===== config.mk =====
export PLATFORM = sky130hd
export DESIGN_NAME = wordcount_word_unpacker_flat
export DESIGN_NICKNAME = d
export VERILOG_FILES = /design/src/rtl/wordcount_word_unpacker_if.sv /design/src/rtl/wordcount_word_unpacker.sv /design/src/flat_wrapper.sv
export SDC_FILE = /design/constraint.sdc
export NUM_CORES = 1
export LEC_CHECK = 0
export CAP_MARGIN = 10
export CORE_AREA = 2 2 232 234
export CTS_CLUSTER_DIAMETER = 150
export DETAILED_ROUTE_END_ITERATION = 8
export DIE_AREA = 0 0 234 236
export PLACE_DENSITY = 0.81
export SYNTH_ARGS = -nofsm -noshare
export SYNTH_HDL_FRONTEND = slang
export SYNTH_SLANG_ARGS = --single-unit

===== constraint.sdc =====
create_clock -name clk -period 40.1 [get_ports clk]
set_input_delay 10.025 -clock clk [delete_from_list [all_inputs] [get_ports clk]]
set_output_delay 10.025 -clock clk [all_outputs]
set_load 0.1 [all_outputs]

===== src/rtl/wordcount_word_unpacker_if.sv =====
// Handshake bundle between the beat reader, the unpacker and the word consumer.
// slave = the unpacker's view, master = the surrounding controller/bench.
interface wordcount_word_unpacker_if;
  logic         kick;
  logic         busy;
  logic         done;
  logic [31:0]  num_of_words;
  logic         s_axis_tvalid;
  logic         s_axis_tready;
  logic [511:0] s_axis_tdata;
  logic         s_axis_tlast;
  logic         m_word_valid;
  logic         m_word_ready;
  logic [31:0]  m_word_data;
  logic         m_word_last;

  modport slave (
    input  kick, num_of_words, s_axis_tvalid, s_axis_tdata, s_axis_tlast, m_word_ready,
    output busy, done, s_axis_tready, m_word_valid, m_word_data, m_word_last
  );

  modport master (
    output kick, num_of_words, s_axis_tvalid, s_axis_tdata, s_axis_tlast, m_word_ready,
    input  busy, done, s_axis_tready, m_word_valid, m_word_data, m_word_last
  );
endinterface


===== src/rtl/wordcount_word_unpacker.sv =====
// Splits 512-bit beats into 32-bit words, MSB lane first, emitting exactly
// num_of_words words per kick and reading only the beats those words need.
module wordcount_word_unpacker (
  input  logic                             clk,
  input  logic                             reset,
  wordcount_word_unpacker_if.slave         bus,
  output logic [1:0]                       dbg_state_o
);

  typedef enum logic [1:0] {
    S_IDLE = 2'd0,
    S_LOAD = 2'd1,
    S_EMIT = 2'd2,
    S_DONE = 2'd3
  } state_t;

  state_t       state_q;
  logic [511:0] buf_q;
  logic [3:0]   idx_q;
  logic [31:0]  rem_q;
  logic         busy_q;
  logic         done_q;
  logic         tready_q;
  logic         valid_q;
  logic         last_q;
  logic [31:0]  data_q;

  logic [3:0]   idx_d;
  logic [31:0]  lane_d;
  logic         unused_tlast;

  // Job length comes only from num_of_words; tlast carries no meaning here.
  assign unused_tlast = bus.s_axis_tlast;

  // Lane i sits at bits [(15-i)*32 +: 32]; (15-i)*32 == {~i, 5'b0}.
  always_comb begin
    idx_d  = idx_q + 4'd1;
    lane_d = buf_q[{~idx_d, 5'd0} +: 32];
  end

  // Both handshakes follow valid/ready: a transfer happens on a rising edge
  // where valid and ready are both high; valid and data hold until then.
  // Every output below is a flop, so tready never depends on tvalid.
  always_ff @(posedge clk or posedge reset) begin
    if (reset) begin
      state_q  <= S_IDLE;
      buf_q    <= '0;
      idx_q    <= '0;
      rem_q    <= '0;
      busy_q   <= 1'b0;
      done_q   <= 1'b0;
      tready_q <= 1'b0;
      valid_q  <= 1'b0;
      last_q   <= 1'b0;
      data_q   <= '0;
    end else begin
      case (state_q)
        S_IDLE: begin
          if (bus.kick) begin
            rem_q  <= bus.num_of_words;
            busy_q <= 1'b1;
            if (bus.num_of_words == 32'd0) begin
              done_q  <= 1'b1;
              state_q <= S_DONE;
            end else begin
              tready_q <= 1'b1;
              state_q  <= S_LOAD;
            end
          end
        end
        S_LOAD: begin
          if (bus.s_axis_tvalid) begin
            buf_q    <= bus.s_axis_tdata;
            idx_q    <= 4'd0;
            tready_q <= 1'b0;
            valid_q  <= 1'b1;
            data_q   <= bus.s_axis_tdata[511:480];
            last_q   <= (rem_q == 32'd1);
            state_q  <= S_EMIT;
          end
        end
        S_EMIT: begin
          if (bus.m_word_ready) begin
            rem_q <= rem_q - 32'd1;
            idx_q <= idx_d;
            if (rem_q == 32'd1) begin
              valid_q <= 1'b0;
              last_q  <= 1'b0;
              done_q  <= 1'b1;
              state_q <= S_DONE;
            end else if (idx_q == 4'd15) begin
              valid_q  <= 1'b0;
              last_q   <= 1'b0;
              tready_q <= 1'b1;
              state_q  <= S_LOAD;
            end else begin
              data_q <= lane_d;
              last_q <= (rem_q == 32'd2);
            end
          end
        end
        S_DONE: begin
          done_q  <= 1'b0;
          busy_q  <= 1'b0;
          state_q <= S_IDLE;
        end
        default: state_q <= S_IDLE;
      endcase
    end
  end

  assign bus.busy          = busy_q;
  assign bus.done          = done_q;
  assign bus.s_axis_tready = tready_q;
  assign bus.m_word_valid  = valid_q;
  assign bus.m_word_data   = data_q;
  assign bus.m_word_last   = last_q;
  assign dbg_state_o       = state_q;

endmodule


===== src/flat_wrapper.sv =====
// flat-port wrapper written by rule: the top's interface ports become plain ports
module wordcount_word_unpacker_flat 
  (clk, reset, dbg_state_o, bus_kick, bus_num_of_words, bus_s_axis_tvalid, bus_s_axis_tdata, bus_s_axis_tlast, bus_m_word_ready, bus_busy, bus_done, bus_s_axis_tready, bus_m_word_valid, bus_m_word_data, bus_m_word_last);
  wordcount_word_unpacker_if bus_i ();
  input  logic clk;
  input  logic reset;
  output logic [1:0] dbg_state_o;
  input wire logic [$bits(bus_i.kick)-1:0] bus_kick;
  input wire logic [$bits(bus_i.num_of_words)-1:0] bus_num_of_words;
  input wire logic [$bits(bus_i.s_axis_tvalid)-1:0] bus_s_axis_tvalid;
  input wire logic [$bits(bus_i.s_axis_tdata)-1:0] bus_s_axis_tdata;
  input wire logic [$bits(bus_i.s_axis_tlast)-1:0] bus_s_axis_tlast;
  input wire logic [$bits(bus_i.m_word_ready)-1:0] bus_m_word_ready;
  output wire logic [$bits(bus_i.busy)-1:0] bus_busy;
  output wire logic [$bits(bus_i.done)-1:0] bus_done;
  output wire logic [$bits(bus_i.s_axis_tready)-1:0] bus_s_axis_tready;
  output wire logic [$bits(bus_i.m_word_valid)-1:0] bus_m_word_valid;
  output wire logic [$bits(bus_i.m_word_data)-1:0] bus_m_word_data;
  output wire logic [$bits(bus_i.m_word_last)-1:0] bus_m_word_last;
  assign bus_i.kick = bus_kick;
  assign bus_i.num_of_words = bus_num_of_words;
  assign bus_i.s_axis_tvalid = bus_s_axis_tvalid;
  assign bus_i.s_axis_tdata = bus_s_axis_tdata;
  assign bus_i.s_axis_tlast = bus_s_axis_tlast;
  assign bus_i.m_word_ready = bus_m_word_ready;
  assign bus_busy = bus_i.busy;
  assign bus_done = bus_i.done;
  assign bus_s_axis_tready = bus_i.s_axis_tready;
  assign bus_m_word_valid = bus_i.m_word_valid;
  assign bus_m_word_data = bus_i.m_word_data;
  assign bus_m_word_last = bus_i.m_word_last;
  wordcount_word_unpacker u_core (.clk(clk), .reset(reset), .bus(bus_i), .dbg_state_o(dbg_state_o));
endmodule

==> impl_metrics.ini <==
[clocking]
post_cts_buffers = 0
ctsResizeCount = 0
cts-buffers-inserted = 60
htree_levels = 2
cts-root-buf = clkbuf_16
numClockSinks = 587
clock_latency_ns = 0.62
cts_tree = done
cts.path.max_buffers = 3
clk_pin_slew_ns = 0.06
ctsHoldBuffers = 0

[layout]
drive_above_1_share_pct = 31.5
fillCellCount = 3701
area_growth_pct = 31.9
nNetsFinal = 2997
final_area_mm2 = 0.0357
stdcell_count = 3201

[routing]
wl_per_cell_um = 25.0
drtIter0Drc = 1163
vias = 18412
antenna_left = 0
drc = 0
wirelength_um = 79900
drtPass1Iterations = 6
vias_per_cell = 5.75

[floorplan]
coreArea_mm2 = 0.0531
die_area_mm2 = 0.0552
fp.dieW_um = 234
dieHeight_um = 236
initial_core_util_pct = 51.0
pin_count = 589
num_rows = 85

[global_route]
grt_max_degree = 209
grt-ovfl-total = 0
grt_use_total_pct = 28.9
grt_pass1_wl_um = 120000
antenna_found_initial = 25
grt_pass1_vias = 20227

[worst_setup_path]
rr_startpoint = u_core.idx_q[0]
path_cells = clkdlybuf4s50_1 -> inv_8 -> buf_4 -> buf_4 -> buf_4 -> buf_4
r2r_slack_ns = 36.02
rr_worst_depth = 8
slowest_stage = buf_4
critPathKind = in2async
critPathCaptureType = asynchronous set/reset pin
critPathMostFrequentCell = buf_4
worst_ep_arrival_time_ns = 14.58
crit_required_ns = 40.69
cp-start-kind = input port
worstReg2RegEnd = u_core.bus.m_word_data[22]
cp_max_fo = 93
slowest_delay_ns = 0.88
startpoint = reset

[hold_path]
hold_path_startpoint = u_core.bus.m_word_data[18]
min_to = u_core.bus.m_word_data[18]
hold_depth = 2
hold_class = reg2reg

[sta]
slew_headroom_pct = 19.6
finalClockSkew_ns = 0.0135
final_hold_viol_count = 0
rsz0062_at_grt = false
slew_violations = 0
fmax_ghz = 0.0715
fin_crit_sh_pct = 34.9
fin_tns_setup_ns = 0
finalWorstPathRequiredPeriod_ns = 13.99
setup_viol_count_final = 0
worst_slew_pin_slew_ns = 1.21

[synth]
synth_edf_count = 0
synth_flop_cell = dfrtp_1
avgSynthCellArea_um2 = 14.2
synth-seq-area-share_pct = 54.2
synth_most_common_cell = dfrtp_1
synth_top_area_share_pct = 54.2
async_reset_ff_share_pct = 100
synth_top_area_cell = dfrtp_1
synth_cells = 1905
ys_types = 55
synth_nets = 2463
ys_top_cells_by_area = dfrtp_1, mux2_2, mux4_2, nand2_1, mux2i_1
synth_common_cells = dfrtp_1, mux2_2, nand2_1, mux4_2, clkbuf_1
synth-seq-cells = 587
synth_area_mm2 = 0.0271
yosysWarnings = 0

[pwr]
max-vdd-ir-drop_mv = 0.0645
powerDensity_mw_per_mm2 = 83.9
finalPower_mw = 3.00
leakagePower_nw = 14.4

[status]
status = finished clean

[place]
numPlacedInstances = 3073
gp_congestion = 0.890
port_buffers = 587
hpwl_um = 57400
dpl-instance-area_mm2 = 0.0335

[job]
max_cap_violations = 0
-- critical path: cells and delay by family --
kind | cells | cell delay, ns
buf+inv | 6 | 4.38
-- registers in the layout, indices dropped and copies added (netlist names) --
name and cells:
u_core.buf_q 512, u_core.bus.m_word_data 32, u_core.rem_q 32, u_core.idx_q 4, u_core.dbg_state_o 2, u_core.bus.busy 1
u_core.bus.done 1, u_core.bus.m_word_last 1, u_core.bus.m_word_valid 1, u_core.bus.s_axis_tready 1
-- logic make-up (layout without fill, tap and decap cells) --
logic type,Yosys count,after routing,share of synthesized area [%]
xor+xnor,3,3,0.0971
mux,680,680,33.4
other cells,0,16,0
compound gates,215,215,4.91
simple gates,264,264,4.74
flops,587,587,54.2
fa+ha+maj,8,8,0.370
buf+inv,148,732,2.21
-- placed cells by master, fill, tap and decap left out, types with 4 or more instances in the layout --
master / synthesis / layout
clkbuf_16: 0 / 61
mux4_2: 128 / 128
buf_4: 4 / 15
nand2_1: 137 / 136
nand3_1: 7 / 7
nor3_1: 9 / 9
mux2i_1: 39 / 39
o21ai_0: 56 / 56
clkinv_2: 0 / 11
nor2_1: 24 / 24
o21ai_1: 6 / 6
nor4_1: 16 / 16
inv_1: 15 / 14
nand3b_1: 4 / 4
nand2b_1: 6 / 6
a211oi_1: 32 / 32
clkbuf_1: 99 / 9
a21boi_0: 4 / 4
clkdlybuf4s50_1: 0 / 587
or3_1: 5 / 5
a2bb2oi_1: 9 / 9
o22ai_1: 13 / 13
bufinv_16: 0 / 8
nand4_1: 6 / 6
and2_1: 34 / 34
ha_1: 8 / 6
a31oi_1: 34 / 34
a21oi_1: 40 / 40
mux2_2: 513 / 513
dfrtp_1: 587 / 586
diode_2: 0 / 16
clkbuf_8: 0 / 19
-- stage by stage --
step	util, %	setup slack, ns	hold WS (ns)
finish	67.3	26.11	0.484
global route	67.3	25.36	0.509
CTS	67.2	25.92	0.488
detailed placement	63.2	25.24	0.474
global placement	63.2	25.39	0.464
floorplan	-	13.65	0.471
-- worst max path at each step --
stage                                    to  slack, ns  depth (start not counted)
after floorplan             u_core.buf_q[0]      13.65                          1
after global placement    u_core.buf_q[502]      25.39                          6
after detailed placement  u_core.buf_q[403]      25.24                          6
after CTS                 u_core.buf_q[438]      25.92                          6
after global routing      u_core.buf_q[438]      25.36                          6
final                     u_core.buf_q[430]      26.11                          6
-- where the power goes --
| part | switching, mW | internal, mW |
|---|---|---|
| registers | 0.174 | 0.898 |
| clock network | 0.239 | 0.365 |
| logic | 0.666 | 0.657 |
-- cell type report --
cell class	instances	area [µm²]	share of cell area, %
antenna	16	40.0	0.112
clock buffer	89	1820	5.10
clock inverter	23	332	0.928
inverter	15	63.8	0.179
multi-input combinational	1170	11900	33.2
sequential	587	14700	41.1
tap	696	871	2.44
timing repair buffer	605	6050	16.9
-- per-layer routing --
metal / global-route usage, % / part of all wire [%] / vias up / wire length, µm
met5: 0 / 0.13 / - / 107
met4: 12.8 / 4.3 / 18 / 3420
met3: 7.37 / 7.2 / 166 / 5710
met2: 51.5 / 53 / 612 / 42200
met1: 32.5 / 36 / 9464 / 28500
li1: - / - / 8152 / -
Power figures use the tool's default switching activity.
